### src/rtl/pwm_pkg.sv
// rtl/pwm_pkg.sv - shared command-byte layout and decoder state encoding
package pwm_pkg;

  localparam int CMD_RW_BIT   = 7;
  localparam int CMD_HI_BIT   = 6;
  localparam int CMD_ADDR_LSB = 0;
  localparam int REG_ADDR_W   = 6;

  typedef enum logic [1:0] {
    CMD,
    RD_REQ,
    RD_CAP,
    DATA
  } instr_state_t;

endpackage

### src/rtl/instr_decoder.sv
// rtl/instr_decoder.sv - turns SPI command+data byte pairs into register read/write strobes
module instr_decoder
  import pwm_pkg::*;
#(
  parameter int ADDR_W = REG_ADDR_W
) (
  input  logic              clk,
  input  logic              rst,
  input  logic              cs_n,
  input  logic              byte_sync,
  input  logic [7:0]        data_in,
  output logic [7:0]        data_out,
  output logic              read,
  output logic              write,
  output logic [ADDR_W-1:0] addr,
  output logic              hi_sel,
  output logic [7:0]        data_write,
  input  logic [7:0]        data_read
);

  instr_state_t      state_q, state_d;
  logic              is_wr_q, is_wr_d;
  logic [ADDR_W-1:0] addr_q, addr_d;
  logic              hi_sel_q, hi_sel_d;
  logic [7:0]        data_write_q, data_write_d;
  logic [7:0]        data_out_q, data_out_d;
  logic              read_q, read_d;
  logic              write_q, write_d;

  always_comb begin
    state_d      = state_q;
    is_wr_d      = is_wr_q;
    addr_d       = addr_q;
    hi_sel_d     = hi_sel_q;
    data_write_d = data_write_q;
    data_out_d   = data_out_q;
    read_d       = 1'b0;
    write_d      = 1'b0;

    // Deselect abandons whatever pair is in flight; latched outputs keep their values.
    if (cs_n) begin
      state_d = CMD;
    end else begin
      case (state_q)
        CMD: begin
          if (byte_sync) begin
            is_wr_d  = data_in[CMD_RW_BIT];
            hi_sel_d = data_in[CMD_HI_BIT];
            addr_d   = data_in[CMD_ADDR_LSB +: ADDR_W];
            read_d   = ~data_in[CMD_RW_BIT];
            state_d  = data_in[CMD_RW_BIT] ? DATA : RD_REQ;
          end
        end
        RD_REQ: state_d = RD_CAP;
        RD_CAP: begin
          data_out_d = data_read;
          state_d    = DATA;
        end
        DATA: begin
          if (byte_sync) begin
            if (is_wr_q) begin
              write_d      = 1'b1;
              data_write_d = data_in;
            end
            state_d = CMD;
          end
        end
        default: state_d = CMD;
      endcase
    end
  end

  always_ff @(posedge clk) begin
    if (rst) begin
      state_q      <= CMD;
      is_wr_q      <= 1'b0;
      addr_q       <= '0;
      hi_sel_q     <= 1'b0;
      data_write_q <= 8'h00;
      data_out_q   <= 8'h00;
      read_q       <= 1'b0;
      write_q      <= 1'b0;
    end else begin
      state_q      <= state_d;
      is_wr_q      <= is_wr_d;
      addr_q       <= addr_d;
      hi_sel_q     <= hi_sel_d;
      data_write_q <= data_write_d;
      data_out_q   <= data_out_d;
      read_q       <= read_d;
      write_q      <= write_d;
    end
  end

  assign data_out   = data_out_q;
  assign read       = read_q;
  assign write      = write_q;
  assign addr       = addr_q;
  assign hi_sel     = hi_sel_q;
  assign data_write = data_write_q;

endmodule

### config.mk
export PLATFORM = sky130hd
export DESIGN_NAME = instr_decoder
export DESIGN_NICKNAME = d
export VERILOG_FILES = /design/src/rtl/pwm_pkg.sv /design/src/rtl/instr_decoder.sv
export SDC_FILE = /design/constraint.sdc
export NUM_CORES = 1
export LEC_CHECK = 0
export BUFFER_PORTS_ARGS = -buffer_cell sky130_fd_sc_hd__buf_2
export CORE_ASPECT_RATIO = 0.9
export CORE_MARGIN = 4
export CORE_UTILIZATION = 49
export CTS_CLUSTER_DIAMETER = 80
export DETAILED_ROUTE_END_ITERATION = 7
export PLACE_DENSITY = 0.92
export SYNTH_ARGS = -nofsm -noshare
export SYNTH_HDL_FRONTEND = slang
export SYNTH_SLANG_ARGS = --single-unit
### constraint.sdc
create_clock -name clk -period 2.62 [get_ports clk]
set_clock_uncertainty 0.15 [all_clocks]
set_input_delay 0.393 -clock clk [delete_from_list [all_inputs] [get_ports clk]]
set_output_delay 0.393 -clock clk [all_outputs]
set_load 0.05 [all_outputs]
-- Word level (Yosys, flattened, before mapping)
Index checks and enable logic that the tools add are counted.
- bits in registers: 28
- input port bits: 20
- word-level logic and storage cells: 31
- equal/unequal tests: 5
- multiplexer cells: 5
- bitwise gates (word level): 5
- reductions and logical operators: 8
- operator list (cell ; count):
    $pmux W2 S4 ; 1
    $reduce_or A4 Y1 ; 2
    $mux W2 ; 3
    $not A1 Y1 ; 5
    $eq A2 B2 Y1 const B ; 2
    $ne A2 B2 Y1 const B ; 2
    $reduce_and A2 Y1 ; 2
    $reduce_and A4 Y1 ; 1
    $reduce_and A3 Y1 ; 1
    $eq A2 B1 Y1 const B ; 1
    $logic_not A2 Y1 ; 1
    $reduce_or A2 Y1 ; 1
    $mux W1 ; 1

-- Longest topological paths before layout
Gate-level depths: netlist of run 1.
- depth in word-level cells: 3
- depth in mapped cells: 6
- depth with buffers taken out: 5

-- Worst setup path after synthesis of run 1
OpenSTA, ideal clock, no wires.
- path kind: register to register
- start: register state_q[0]
- end: register state_q[1]
- setup time: 103 ps
- data arrival time: 1172 ps
- required time: 2367 ps
- path slack: 1195 ps
- stages on the path, launching flop included: 6
- cells stage by stage: dfxtp_1 > inv_1 > ha_1 > o21bai_2 > nor2_1 > a2111oi_2
- cells in the longest elaborated chain, start to end: 3
- elaborated cells on any way between the ends: 8
- those cells by class: 5 x eq/ne; 1 x mux; 2 x reduce/logical
- ends and longest elaborated chain (what ; RTL line ; source):
    start, declared ; instr_decoder.sv:21 ; instr_state_t state_q, state_d;
    start signal, assigned ; instr_decoder.sv:84 ; state_q <= state_d;
    $eq A2 B2 Y1 / $logic_not A2 Y1 (equally long branches) ; instr_decoder.sv:44 ; case (state_q)
    $ne A2 B2 Y1 (no source line) ; - ;
    $reduce_and A2 Y1 (no source line) ; - ;
Parallel ways exist; a longest one is shown, timed or not.
A chain may end at the register's enable or synchronous reset.

-- Worst setup path in the final report of run 1
- start: register state_q[1]
- end: register state_q[1]
Same word-level chain as after synthesis.

==> reports/results.txt, run 1 <==
Avg Cell Area, Syn: 9.034 um2
critical path capture point type: flop
post-route ant nets: 0
commonest cells in the netlist: nand2_1 (32), dfxtp_1 (28), a21oi_1 (16), nor2_1 (11), mux2i_1 (9)
global-route wire length before repair: 3808 um
Root Driver: clkbuf_4
Layout area overhead: 26.41%
largest net degree at the start of global routing: 29
Die ar.: 0.002987 mm2
share of the synthesized area in the top cell type: 0.5258
I/O Buffers: 44
drt via density: 5.075
gr ovfl total: 0
area leader, netlist: dfxtp_1
CTS Sinks: 28
non-filler cells, final: 186
placed instance count: 182
All-Layer GR Usage: 0.1658
main combinational cell family by area after synthesis: simple AND/OR/NAND/NOR gates
final count of hold timing violations: 0
total power: 830.2 uW
setup ws final: 1.046 ns
cell count after synthesis: 118
Leakage: 0.6149 nW
Synth Flop Type: dfxtp_1
Max transition margin: 0.6852
max-cap viol count: 0
Synth async-reset ratio: 0
post-cts gate resize count: 0
total CTS buffers: 3
mux share of post-synthesis cell area: 0.08451
postcts setup bufs: 0
DRC viols: 0
Die Y: 52.25 um
fmax: 635.4 MHz
Final Setup Violations: 0
CP required: 2.72 ns
status: finished clean
period utilisation layout: 0.6007
post-DP HPWL: 1846 um
vias in the first global route: 917
DR pass1 iterations: 7
Synth cell types: 21
Yosys warnings: 0
Avg WL per Cell: 12.92 um
I/O pins: 45
pre-CTS worst setup slack: 1.068 ns
vias: 944
Post-CTS Hold Fix Bufs: 0
antenna violations before repair: 0
Post-Synthesis Cell Area: 0.001066 mm2
Post-Synth Adder-Cell Area: 0.04695
actual slew at the worst max-slew pin: 0.4722 ns
H-tree Lvls: 1
Rows: 15
worst-path fanout max: 4
chip width: 57.17 um
CP Launch Type: flop
Worst-path clk slew: 0.14 ns
Simple-Gate Fraction of Synth Area: 0.2077
placed cell areas: 0.001295 mm2
Cell Pwr Density: 616.1 mW/mm2
core area: 0.001989 mm2
Clock Latency Late Sink: 0.33 ns
antenna cell count: 0
RSZ-0062 raised after global routing: false
count leader, synth: nand2_1
post-synthesis compound-gate area fraction: 0.09977
syn_nets: 142
Final Max Tran Viols: 0
CP arrival: 1.67 ns
WS Path Type: flop to flop
drt total wl: 2404 um
share of layout cells above drive strength 1: 0.3168
Clock Path Buffers: 2
number of flops mapped to enable cells by yosys: 0
post-route cell area: 0.001348 mm2
XOR/XNOR share of the synthesized area: 0
Starting DRT DRC Count: 23
minimum clock period: 1.574 ns
Setup TNS Final: 0 ns
Initial Utilization: 0.5358
Seq/Total Area, Yosys: 0.5258
synth top area cells: dfxtp_1 (53%), nand2_1 (11%), mux2i_1 (8.5%), a21oi_1 (7.5%), ha_1 (4.7%)
worst hold path type: input port to flop
Final Net Count: 186
Synth Register Bits: 28
CTS tree: done
peak supply drop: 0.0006805 V
final RePlAce weighted congestion: 0.7805
## power breakdown
part / switching (mW) / internal (mW)
clock network: 0.124 / 0.155
registers: 0.00621 / 0.437
logic: 0.0718 / 0.0354
## cell usage in the layout (no fill, tap or decap), drive strengths merged
| cell type | netlist | layout |
|---|---|---|
| ha | 4 | 4 |
| a21oi | 16 | 16 |
| nor3 | 1 | 1 |
| buf | 5 | 45 |
| mux2i | 9 | 9 |
| o21bai | 1 | 1 |
| clkbuf | 1 | 3 |
| nand2 | 32 | 32 |
| nor4 | 1 | 1 |
| nand3b | 1 | 1 |
| inv | 2 | 2 |
| nor2b | 1 | 1 |
| a2111oi | 1 | 1 |
| bufinv | 0 | 1 |
| nor2 | 11 | 11 |
| nor3b | 1 | 1 |
| dfxtp | 28 | 28 |
| nand4b | 1 | 1 |
| and3b | 1 | 1 |
| and4b | 1 | 1 |
## final timing paths
| kind | cells past startpoint | slack [ns] | to | startpoint |
|---|---|---|---|---|
| worst max register to register | 5 | 1.05 | state_q[1]$_SDFFE_PP0P_ | state_q[1]$_SDFFE_PP0P_ |
| worst min-delay path | 2 | 0.12 | read$_SDFF_PP0_ | data_in[7] |
| worst min register to register | 2 | 0.31 | addr[4]$_SDFFE_PP0P_ | addr[4]$_SDFFE_PP0P_ |
| worst max-delay path | 5 | 1.05 | state_q[1]$_SDFFE_PP0P_ | state_q[1]$_SDFFE_PP0P_ |
## flip-flops by register name (all words and copies together), names as in the netlist
signal	flops
data_out	8
data_write	8
state_q	2
addr	6
is_wr_q	1
write	1
hi_sel	1
read	1
## critical path, cell delays in order, from the launching register on
cell       delay (ns)
dfxtp_1          0.42
inv_1            0.08
ha_1             0.23
o21bai_2         0.23
nor2_1           0.07
a2111oi_2        0.31
## area by class of cell
type | instances | area (um2)
multi-input combinational | 82 | 467.9
clock inverter | 1 | 30.03
timing repair buffer | 45 | 227.7
clock buffer | 3 | 22.52
tap | 25 | 31.28
sequential | 28 | 560.5
inverter | 2 | 7.507
fill | 168 | 641.9
## cell families after synthesis
| logic type | count (synthesis) |
|---|---|
| and+or+nand+nor | 51 |
| DFF | 28 |
| AOI/OAI and AO/OA | 18 |
| muxes | 9 |
| buffers and inverters | 8 |
| adders and majority gates | 4 |
## through the flow
stage	hold WS (ns)	utilization
2_1_floorplan	0.2953	-
3_3_place_gp	0.2903	0.6509
3_5_place_dp	0.2963	0.6509
4_1_cts	0.1119	0.6774
5_1_grt	0.1181	0.6774
6_report	0.1221	0.6774
## routing by layer
layer  GRT usage  vias to the layer above  share of wire  wire length, um
li1            -                      474              -                -
met1      0.1697                      409           0.38              919
met2      0.3042                       55           0.47             1133
met3     0.08374                        6           0.14              327
met4     0.03475                        0         0.0096               23
met5           0                        -              0                0
No activity file was read; power rests on OpenSTA's default activity.
==> inputs of run 2 (changes only) <==
--- a/config.mk
+++ b/config.mk
@@ -8,10 +8,10 @@
 export BUFFER_PORTS_ARGS = -buffer_cell sky130_fd_sc_hd__buf_2
 export CORE_ASPECT_RATIO = 0.9
 export CORE_MARGIN = 4
-export CORE_UTILIZATION = 49
+export CORE_UTILIZATION = 41
 export CTS_CLUSTER_DIAMETER = 80
 export DETAILED_ROUTE_END_ITERATION = 7
-export PLACE_DENSITY = 0.92
+export PLACE_DENSITY = 0.83
 export SYNTH_ARGS = -nofsm -noshare
 export SYNTH_HDL_FRONTEND = slang
 export SYNTH_SLANG_ARGS = --single-unit
==> constraint.sdc (replaced) <==
create_clock -name clk -period 1.4 [get_ports clk]
set_clock_uncertainty 0.15 [all_clocks]
set_input_delay 0.21 -clock clk [delete_from_list [all_inputs] [get_ports clk]]
set_output_delay 0.21 -clock clk [all_outputs]
set_load 0.05 [all_outputs]
==> reports/results.txt, run 2 (synthesized netlist as in run 1, its figures left out) <==
RSZ-0062 raised after global routing: true
CP Launch Type: flop
vias in the first global route: 1000 (+9.1%)
share of layout cells above drive strength 1: 0.3626 (+0.04587)
Final Max Tran Viols: 0 (unchanged)
Starting DRT DRC Count: 29 (+26%)
Clock Latency Late Sink: 0.32 ns (about the same)
CP required: 1.46 ns (-1.26 ns)
I/O Buffers: 44 (unchanged)
peak supply drop: 0.0009510 V (+40%)
Cell Pwr Density: 887.0 mW/mm2 (+44%)
total CTS buffers: 3 (unchanged)
worst path cell trace: inv_6 -> ha_4 -> nor2b_4 -> buf_6 -> mux2i_1 -> nor2_1
Worst-path clk slew: 0.14 ns (about the same)
most frequent cells in the layout: buf_2 (44), nand2_1 (32), dfxtp_1 (26), a21oi_1 (16), dlygate4sd3_1 (16)
period utilisation layout: 1.024 (+0.4237)
drt total wl: 2748 um (+14%)
WS Path Type: flop to flop
Die ar.: 0.003481 mm2 (+17%)
actual slew at the worst max-slew pin: 0.5292 ns (+0.05702 ns)
Leakage: 0.7048 nW (+15%)
global-route wire length before repair: 4478 um (+18%)
fmax: 697.3 MHz (+9.7%)
Rows: 17 (+2)
final hold slack: 0.02050 ns (-0.1016 ns)
All-Layer GR Usage: 0.1679 (+0.002093)
post-DP HPWL: 1857 um (+0.55%)
vias: 1024 (+8.5%)
H-tree Lvls: 1 (unchanged)
max-cap viol count: 0 (unchanged)
CTS tree: done
Critical Path Slowest Stage Cell: dfxtp_4
Initial Utilization: 0.4320 (-0.1038)
Root Driver: clkbuf_4
largest net degree at the start of global routing: 29 (unchanged)
drt via density: 4.876 (-3.9%)
Comb power frac: 0.193 (+0.064)
setup ws final: -0.03418 ns (-1.080 ns)
antenna cell count: 0 (unchanged)
Final Net Count: 208 (+12%)
Clock Path Buffers: 2 (unchanged)
Final Setup Violations: 3 (+3)
CP arrival: 1.49 ns (-0.18 ns)
clock group share of total power: 0.225 (-0.111)
critical path capture point type: flop
Die Y: 56.38 um (+7.9%)
final count of hold timing violations: 0 (unchanged)
Critical Path Max Stage Delay: 0.40 ns (-0.02 ns)
gr ovfl total: 0 (unchanged)
post-route ant nets: 0 (unchanged)
status: complete, but fails checks
DRC viols: 0 (unchanged)
DR pass1 iterations: 4 (-3)
Avg WL per Cell: 13.09 um (+1.2%)
placed cell areas: 0.001339 mm2 (+3.4%)
worst-path fanout max: 8 (+4)
final RePlAce weighted congestion: 0.7059 (-9.6%)
antenna violations before repair: 0 (unchanged)
Internal Dissipation: 1.041 mW (+66%)
worst hold path type: input port to flop
Max transition margin: 0.6472 (-0.03801)
post-route cell area: 0.001622 mm2 (+20%)
I/O pins: 45 (unchanged)
placed instance count: 190 (+4.4%)
Seq pwr share: 0.581 (+0.047)
non-filler cells, final: 210 (+13%)
commonest non-fill, non-tap cell in the layout: buf_2
failing checks: negative setup slack
chip width: 61.75 um (+8.0%)
Psw: 397.3 uW (+96%)
CTS Sinks: 28 (unchanged)
sw frac: 0.2762 (+0.03251)
core area: 0.002467 mm2 (+24%)
Layout area overhead: 52.11%
minimum clock period: 1.434 ns (-0.1396 ns)
==> run 2: power groups by stage <==
stage / sequential [mW] / clock [mW] / combinational (mW)
CTS: 0.832 / 0.328 / 0.253
floorplan: 0.904 / 0 / 0.0811
global placement: 0.847 / 0 / 0.204
global route: 0.840 / 0.362 / 0.302
detailed placement: 0.848 / 0 / 0.212
finish: 0.836 / 0.324 / 0.278
==> run 2: path summary, 6_finish.rpt <==
kind,startpoint,slack [ns],endpoint,cells past startpoint
hold reg to reg,data_write[1]$_SDFFE_PP0P_,0.31,data_write[1]$_SDFFE_PP0P_,2
hold / removal,data_read[6],0.02,data_out[6]$_SDFFE_PP0P_,3
setup reg to reg,state_q[0]$_SDFFE_PP0P_,-0.03,data_out[6]$_SDFFE_PP0P_,6
setup / recovery,state_q[0]$_SDFFE_PP0P_,-0.03,data_out[6]$_SDFFE_PP0P_,6
==> run 2: repair_timing <==
action | 4_1_cts | 5_1_grt
buffers inserted | 0 | 1
pin swaps | 2 | 3
endpoints found under the hold margin | 24 | 0
hold buffers | 16 | 0
endpoints found under the setup margin | 19 | 26
resized for setup | 9 | 14
==> run 2: metrics by stage <==
step                utilization  worst slack, ns     TNS, ns  power (mW)
global placement         0.5426       -0.0008983  -0.0008983       1.051
CTS                      0.6273         -0.05452     -0.1882       1.413
global route             0.6572         -0.09199     -0.7647       1.503
floorplan                     -          0.03186           0      0.9850
finish                   0.6572         -0.03418    -0.06634       1.438
detailed placement       0.5426          -0.1115     -0.7780       1.061
==> run 2: worst max-delay path, delay by kind of cell, from the launching register on <==
family | cells | cell delay, ns
DFF | 1 | 0.40
muxes | 1 | 0.22
adders and majority gates | 1 | 0.13
buffers and inverters | 2 | 0.22
and+or+nand+nor | 2 | 0.20
==> run 2: cell type report <==
cell class              count  area [um2]
clock buffers               3       22.52
fillers                   220       845.8
flip-flops and latches     28       568.0
well taps                  28       35.03
repair buffers             67       444.2
multi-input cells          82       536.8
inverters                   2       15.01
==> run 2: routing by layer <==
layer / track usage / vias to the layer above / part of all wire
li1: - / 517 / -
met3: 0.04828 / 2 / 0.082
met1: 0.2048 / 463 / 0.44
met2: 0.2855 / 42 / 0.47
met5: 0 / - / 0
met4: 0.03636 / 0 / 0.0062
==> inputs of run 3 (changes only) <==
--- a/config.mk
+++ b/config.mk
@@ -5,13 +5,14 @@
 export SDC_FILE = /design/constraint.sdc
 export NUM_CORES = 1
 export LEC_CHECK = 0
+export ABC_AREA = 1
 export BUFFER_PORTS_ARGS = -buffer_cell sky130_fd_sc_hd__buf_2
 export CORE_ASPECT_RATIO = 0.9
 export CORE_MARGIN = 4
-export CORE_UTILIZATION = 41
+export CORE_UTILIZATION = 43
 export CTS_CLUSTER_DIAMETER = 80
 export DETAILED_ROUTE_END_ITERATION = 7
-export PLACE_DENSITY = 0.83
+export PLACE_DENSITY = 0.84
 export SYNTH_ARGS = -nofsm -noshare
 export SYNTH_HDL_FRONTEND = slang
 export SYNTH_SLANG_ARGS = --single-unit
==> reports/results.txt, run 3 <==
vias: 1227 (+20%)
Final Core Density: 0.6343 (-0.02287)
Seq/Total Area, Yosys: 0.4544 (-0.07146)
share of layout cells above drive strength 1: 0.2815 (-0.08112)
DRC viols: 0 (unchanged)
commonest cells in the netlist: nor2_1 (54), nand2_1 (30), dfxtp_1 (28), inv_1 (26), nand3_1 (10)
actual slew at the worst max-slew pin: 0.2688 ns (-0.2604 ns)
Die ar.: 0.003791 mm2 (+8.9%)
footprint of the multi-input gates: 574.3 um2 (+7.0%)
post-DP HPWL: 1984 um (+6.9%)
count leader, synth: nor2_1
Starting DRT DRC Count: 28 (-3.4%)
syn_nets: 199 (+40%)
drt via density: 4.414 (-9.5%)
peak supply drop: 0.0008398 V (-12%)
Avg Cell Area, Syn: 7.050 um2 (-22%)
Worst-path clk slew: 0.14 ns (about the same)
worst-path fanout max: 2 (-6)
synth top area cells: dfxtp_1 (45%), nor2_1 (16%), nand2_1 (9.1%), inv_1 (7.9%), ha_1 (4.1%)
Die Y: 58.82 um (+4.3%)
final hold slack: 0.02623 ns (+0.005734 ns)
DR pass1 iterations: 4 (unchanged)
total CTS buffers: 3 (unchanged)
core area: 0.002748 mm2 (+11%)
worst hold path type: input port to flop
Leakage: 0.9209 nW (+31%)
Critical Path Max Stage Delay: 0.38 ns (-0.02 ns)
Final Setup Violations: 0 (-3)
status: finished clean
most frequent cells in the layout: nor2_1 (54), buf_2 (44), nand2_1 (29), dfxtp_1 (28), inv_1 (23)
Synth async-reset ratio: 0 (unchanged)
vias in the first global route: 1147 (+15%)
placed cell areas: 0.001498 mm2 (+12%)
I/O pins: 45 (unchanged)
fmax: 746.1 MHz (+7.0%)
Layout area overhead: 41.28%
area leader, netlist: dfxtp_1
Synth cell types: 17 (-19%)
Yosys warnings: 0 (unchanged)
Synth Register Bits: 28 (unchanged)
post-route ant nets: 0 (unchanged)
Critical Path Slowest Stage Cell: dfxtp_1
Final Max Tran Viols: 0 (unchanged)
share of the synthesized area in the top cell type: 0.4544 (-0.07146)
critical path's top delay family: flip-flops
CP required: 1.04 ns (-0.42 ns)
Initial Utilization: 0.4490 (+0.01695)
cell count after synthesis: 175 (+48%)
final RePlAce weighted congestion: 0.7964 (+13%)
CTS Sinks: 28 (unchanged)
period utilisation layout: 0.9573 (-0.06711)
Final Net Count: 263 (+26%)
Clock Path Buffers: 2 (unchanged)
number of flops mapped to enable cells by yosys: 0 (unchanged)
Setup TNS Final: 0 ns (+0.06634 ns)
minimum clock period: 1.340 ns (-0.09396 ns)
Root Driver: clkbuf_4
fillcell total: 245 (+11%)
commonest non-fill, non-tap cell in the layout: nor2_1
Max transition margin: 0.8206 (+0.1734)
chip width: 64.46 um (+4.4%)
post-route cell area: 0.001743 mm2 (+7.5%)
drt total wl: 2888 um (+5.1%)
largest net degree at the start of global routing: 17 (-41%)
WS Path Type: flop to output pin
max-cap viol count: 0 (unchanged)
CTS tree: done
Synth Flop Type: dfxtp_1
CP Launch Type: flop
final count of hold timing violations: 0 (unchanged)
Post-Synthesis Cell Area: 0.001234 mm2 (+16%)
Critical path buffers and inverters: 1 (-1)
Rows: 18 (+1)
register area: 560.5 um2 (-1.3%)
gr ovfl total: 0 (unchanged)
I/O Buffers: 44 (unchanged)
CP arrival: 0.98 ns (-0.51 ns)
Avg WL per Cell: 10.39 um (-21%)
global-route wire length before repair: 4761 um (+6.3%)
antenna violations before repair: 0 (unchanged)
Clock Latency Late Sink: 0.33 ns (about the same)
RSZ-0062 raised after global routing: false
antenna cell count: 0 (unchanged)
critical path capture point type: output pin
total power: 1.733 mW (+20%)
H-tree Lvls: 1 (unchanged)
worst path cell trace: buf_2
All-Layer GR Usage: 0.1593 (-0.008613)
Cell Pwr Density: 994.2 mW/mm2 (+12%)
-- run 3: where the power goes --
group / switching (mW) / total (mW) / internal, mW
Sequential: 0.0158 / 0.845 / 0.829
Combinational: 0.233 / 0.366 / 0.133
Clock: 0.232 / 0.521 / 0.290
-- run 3: cells by family (layout without fill, tap and decap cells) --
family                   Yosys count  after routing  synth area share
adder cells (fa/ha/maj)            4              4           0.04057
AND/OR/NAND/NOR                  104            105            0.3661
buffers and inverters             31             93            0.1065
AO/OA/AOI/OAI                      8              8           0.03246
flip-flops                        28             28            0.4544
-- run 3: cell type report --
| type | instances | area share |
|---|---|---|
| Clock buffer | 3 | 0.01292 |
| Tap cell | 40 | 0.02872 |
| Inverter | 28 | 0.06030 |
| Multi-Input combinational cell | 117 | 0.3295 |
| Clock inverter | 1 | 0.01723 |
| Sequential cell | 28 | 0.3216 |
| Timing Repair Buffer | 61 | 0.2297 |
-- run 3: what timing repair did --
item                       CTS  global route
hold endpoints to repair    17             0
setup buffers                0             0
gates resized for setup      1             7
setup endpoints to repair    3            22
gates cloned                 0             1
pin swaps                    0             2
hold buffers                16             0
-- run 3: layer usage --
layer  GRT usage  up-vias  share of wire
met3     0.05344        6          0.070
li1            -      654              -
met2      0.2750       39           0.48
met4     0.05422        0          0.016
met5           0        -              0
met1      0.1865      528           0.43
-- run 3: per-stage QoR --
stage	worst slack, ns	instances
6_report	0.05978	278
5_1_grt	0.002818	278
4_1_cts	0.01079	277
3_5_place_dp	0.01702	257
3_3_place_gp	0.05514	257
2_1_floorplan	0.07778	175
-- run 3: worst paths after layout --
| path | start | slack, ns | endpoint | cells past startpoint |
|---|---|---|---|---|
| worst max register to register | state_q[1]$_SDFFE_PP0P_ | 0.10 | data_write[1]$_SDFFE_PP0P_ | 6 |
| worst min register to register | data_write[0]$_SDFFE_PP0P_ | 0.34 | data_write[0]$_SDFFE_PP0P_ | 2 |
| worst min-delay path | data_in[7] | 0.03 | read$_SDFF_PP0_ | 4 |
| worst max-delay path | data_write[3]$_SDFFE_PP0P_ | 0.06 | data_write[3] | 1 |
